<file path="config.mk">
export PLATFORM = sky130hd
export DESIGN_NAME = ff_mode_bank
export DESIGN_NICKNAME = d
export VERILOG_FILES = /design/src/rtl/ff_mode_bank.sv
export SDC_FILE = /design/constraint.sdc
export NUM_CORES = 1
export LEC_CHECK = 0
export CAP_MARGIN = 10
export CORE_UTILIZATION = 50
export CTS_BUF_LIST = sky130_fd_sc_hd__clkbuf_2 sky130_fd_sc_hd__clkbuf_4 sky130_fd_sc_hd__clkbuf_8
export DETAILED_ROUTE_END_ITERATION = 7
export GPL_TIMING_DRIVEN = 1
export PLACE_DENSITY = 0.87
export SYNTH_ARGS = -nofsm -noshare
export SYNTH_HDL_FRONTEND = slang
export SYNTH_SLANG_ARGS = --single-unit
</file>
<file path="constraint.sdc">
create_clock -name clk -period 1.9 [get_ports clk]
set_input_delay 0.19 -clock clk [delete_from_list [all_inputs] [get_ports clk]]
set_output_delay 0.19 -clock clk [all_outputs]
set_load 0.01 [all_outputs]
</file>
<file path="src/rtl/ff_mode_bank.sv">
// WIDTH-bit bank of flip-flops whose shared function (SR/JK/D/T) is chosen by mode.
// Define FF_MODE_BANK_ERR_STICKY_EN to keep err set until clr or rst.
module ff_mode_bank #(
    parameter int unsigned WIDTH = 8
) (
    input  logic             clk,
    input  logic             rst,
    input  logic [1:0]       mode,
    input  logic             en,
    input  logic             clr,
    input  logic [WIDTH-1:0] a,
    input  logic [WIDTH-1:0] b,
    output logic [WIDTH-1:0] q,
    output logic [WIDTH-1:0] qbar,
    output logic [WIDTH-1:0] err_mask,
    output logic             err
);

    typedef enum logic [1:0] {
        ModeSr = 2'b00,
        ModeJk = 2'b01,
        ModeD  = 2'b10,
        ModeT  = 2'b11
    } mode_e;

    logic [WIDTH-1:0] q_q, q_d;
    logic [WIDTH-1:0] qbar_q, qbar_d;
    logic [WIDTH-1:0] mask_q, mask_d;
    logic             err_q, err_d;

    logic [WIDTH-1:0] sr_next;
    logic [WIDTH-1:0] jk_next;
    logic [WIDTH-1:0] both_high;
    logic             sr_hit;

    // S=R=1 is neither a set nor a reset, so q holds for those bits.
    assign both_high = a & b;
    assign sr_next   = (q_q | (a & ~b)) & ~(~a & b);
    assign jk_next   = (a & ~q_q) | (~b & q_q);

    always_comb begin
        q_d    = q_q;
        mask_d = mask_q;
        err_d  = err_q;
        sr_hit = 1'b0;
        if (clr) begin
            q_d    = '0;
            mask_d = '0;
            err_d  = 1'b0;
        end else if (en) begin
            mask_d = '0;
            unique case (mode_e'(mode))
                ModeSr: begin
                    q_d    = sr_next;
                    mask_d = both_high;
                    sr_hit = |both_high;
                end
                ModeJk: q_d = jk_next;
                ModeD:  q_d = a;
                ModeT:  q_d = q_q ^ a;
                default: q_d = q_q;
            endcase
`ifdef FF_MODE_BANK_ERR_STICKY_EN
            err_d = err_q | sr_hit;
`else
            err_d = sr_hit;
`endif
        end
        qbar_d = ~q_d;
    end

    always_ff @(posedge clk or posedge rst) begin
        if (rst) begin
            q_q    <= '0;
            qbar_q <= '1;
            mask_q <= '0;
            err_q  <= 1'b0;
        end else begin
            q_q    <= q_d;
            qbar_q <= qbar_d;
            mask_q <= mask_d;
            err_q  <= err_d;
        end
    end

    assign q        = q_q;
    assign qbar     = qbar_q;
    assign err_mask = mask_q;
    assign err      = err_q;

endmodule

</file>
==> metrics.csv <==
metric,value,unit
status,"finished, final reports clean",
post_cts resized,0,
clock tree root driver cell,clkbuf_4,
routed via count,1325,
H-tree depth,1,
area share of the largest cell type after synthesis,0.314,
register clock-pin slew on the reported worst setup and hold paths,0.14,ns
GRT overflow,0,
Critical Path Source,qbar[7],
Yosys warning count,0,
CTS tree,built,
IO Count,47,
DP HPWL,2800,µm
largest net degree at the start of global routing,26,
final-layout fill cell count,193,
worst path bufs/invs,1,
Slew @ Worst Pin,0.419,ns
startpoint types,flop,
share of layout cells above drive strength 1,0.137,
CP Data Arrival Time,1.39,ns
first-pass GRT wire length,5630,µm
"Avg Cell Area, Syn",10.4,µm²
"FF+latch count, synth",25,
"Seq/Total Area, Yosys",0.469,
vias in the first global route,1251,
# rows,18,
final wirelength,3690,µm
clock period minus worst slack,1.58,ns
cts hold-fix bufs,0,
Post-CTS Setup Bufs,0,
fin area,0.00190,mm²
TNS Setup,0,ns
CP max FO,1,
CTS buffer count,3,
register area,636,µm²
Pre-antenna DRT Iters,4,
critical-path cell with the highest stage delay,dfstp_2,
placed inst area,0.00188,mm²
largest cells by area after synthesis,"dfrtp_1 31%, dfstp_2 15%, a32o_1 5.9%",
fmax,0.634,GHz
die area,0.00292,mm²
total track usage,0.267,
Rel. slew slack,0.720,
critical path cell sequence,clkdlybuf4s50_1,
IO Port Bufs,46,
clk sink count,25,
Worst Hold Class,in2async,
Peak supply drop,0.505,mV
fin crit share,0.830,
routed vias/inst,6.25,
Synth Instances,131,
Die X,54.1,µm
RR Startpoint,q[7],
"CP delay by family, top",flip-flops,
Mapped Nets,153,
Routed wire per std cell,17.4,µm
Multi-input gate area,672,µm²
clk buf depth,2,
Die Y,54.1,µm
Yosys top cell by area,dfrtp_1,
Final Max Tran Viols,0,
"Req. time, crit path",1.71,ns
core area,0.00252,mm²
drt initial violations,20,
Final ANT Viol Nets,0,
RePlAce Congestion,0.853,
CP endpoint kind,primary output,
clk_lat worst skew,0.31,ns
final hold vios,0,
area grow syn2layout,40.4,%
Final nets,205,
P_leak,0.787,nW
PD cells,611,mW/mm²
Clock Skew,0.00186,ns
DRC,0,
cell area after synthesis,0.00136,mm²
n_diodes,0,
initial antenna violation count,0,
final setup fails,0,
max cap viols,0,
Initial Util,0.538,
Max stage delay on crit path,0.54,ns
critical path class,reg2out,
synth unique cells,33,
unrepaired setup endpoints after global routing,false,
[layout by cell type (no fill, tap or decap), types with 6 or more instances in the layout]
cell type | Yosys | routed
a21o_1 | 7 | 7
a31o_1 | 6 | 6
a31oi_1 | 12 | 12
a32o_1 | 8 | 8
buf_4 | 2 | 8
clkdlybuf4s50_1 | 0 | 46
dfrtp_1 | 17 | 17
dfstp_2 | 8 | 8
mux2i_1 | 6 | 6
nand2_1 | 17 | 17
nor3b_1 | 6 | 6
o21ai_0 | 9 | 9
[path summary, 6_finish.rpt]
kind / end / slack [ns] / cells past startpoint
setup / recovery: qbar[7] / 0.32 / 1
hold / removal: q[0] / 0.20 / 3
setup reg to reg: qbar[7] / 0.82 / 3
hold reg to reg: err_mask[2] / 0.52 / 1
max in group asynchronous: qbar[7] / 1.41 / 3
min in group clk: err_mask[2] / 0.52 / 1
[metal layers]
layer	GRT usage	vias up	share of wire	wire length, µm
met1	0.310	650	0.40	1490
met5	0	-	0	0
met2	0.473	49	0.53	1950
met4	0.132	0	0.025	92
met3	0.0367	12	0.044	162
li1	-	614	-	-
[report_power, final]
part	switching, mW	leakage [nW]	internal, mW
Sequential	0.0247	0.314	0.576
Clock	0.161	0.0177	0.0787
Combinational	0.151	0.455	0.172
Total	0.337	0.787	0.827
[sequential cells by signal, summed over array words and instances (netlist names)]
name / count
err: 1
err_mask: 8
q: 8
qbar: 8
[cells by family after synthesis]
kind of cell / share of synthesized area
compound gates: 0.299
buf+inv: 0.0360
flops: 0.469
mux: 0.0443
simple gates: 0.152
[layout make-up]
cell class / count / area share
timing repair buffer: 54 / 0.273
inverter: 3 / 0.00591
tap: 30 / 0.0197
sequential: 25 / 0.334
clock inverter: 1 / 0.00263
clock buffer: 3 / 0.0118
multi-input combinational: 96 / 0.353
[through the flow]
step | hold WS, ns | power, mW | cells | utilization | setup WS (ns)
2_1_floorplan | 0.211 | 0.761 | 131 | - | 0.847
3_3_place_gp | 0.483 | 0.918 | 208 | 0.744 | 0.170
3_5_place_dp | 0.495 | 0.932 | 208 | 0.744 | 0.104
4_1_cts | 0.210 | 1.17 | 212 | 0.755 | 0.310
5_1_grt | 0.254 | 1.22 | 212 | 0.755 | 0.279
6_report | 0.198 | 1.16 | 212 | 0.755 | 0.323
[cells in the mapped netlist, drive strengths merged]
master,instances
a31o,6
a41o,1
nor3,1
a22o,2
o21ai,9
nor2b,1
a41oi,1
a21oi,2
clkbuf,2
a221oi,1
a22oi,2
inv,3
nand2,18
a31oi,12
mux2i,6
a32o,8
nor2,4
dfrtp,17
a2bb2oi,1
o22ai,1
and3,1
a21o,7
or3,1
nand4b,1
o22a,1
nand3,2
dfstp,8
nor3b,7
buf,5
Power figures use the tool's default switching activity.
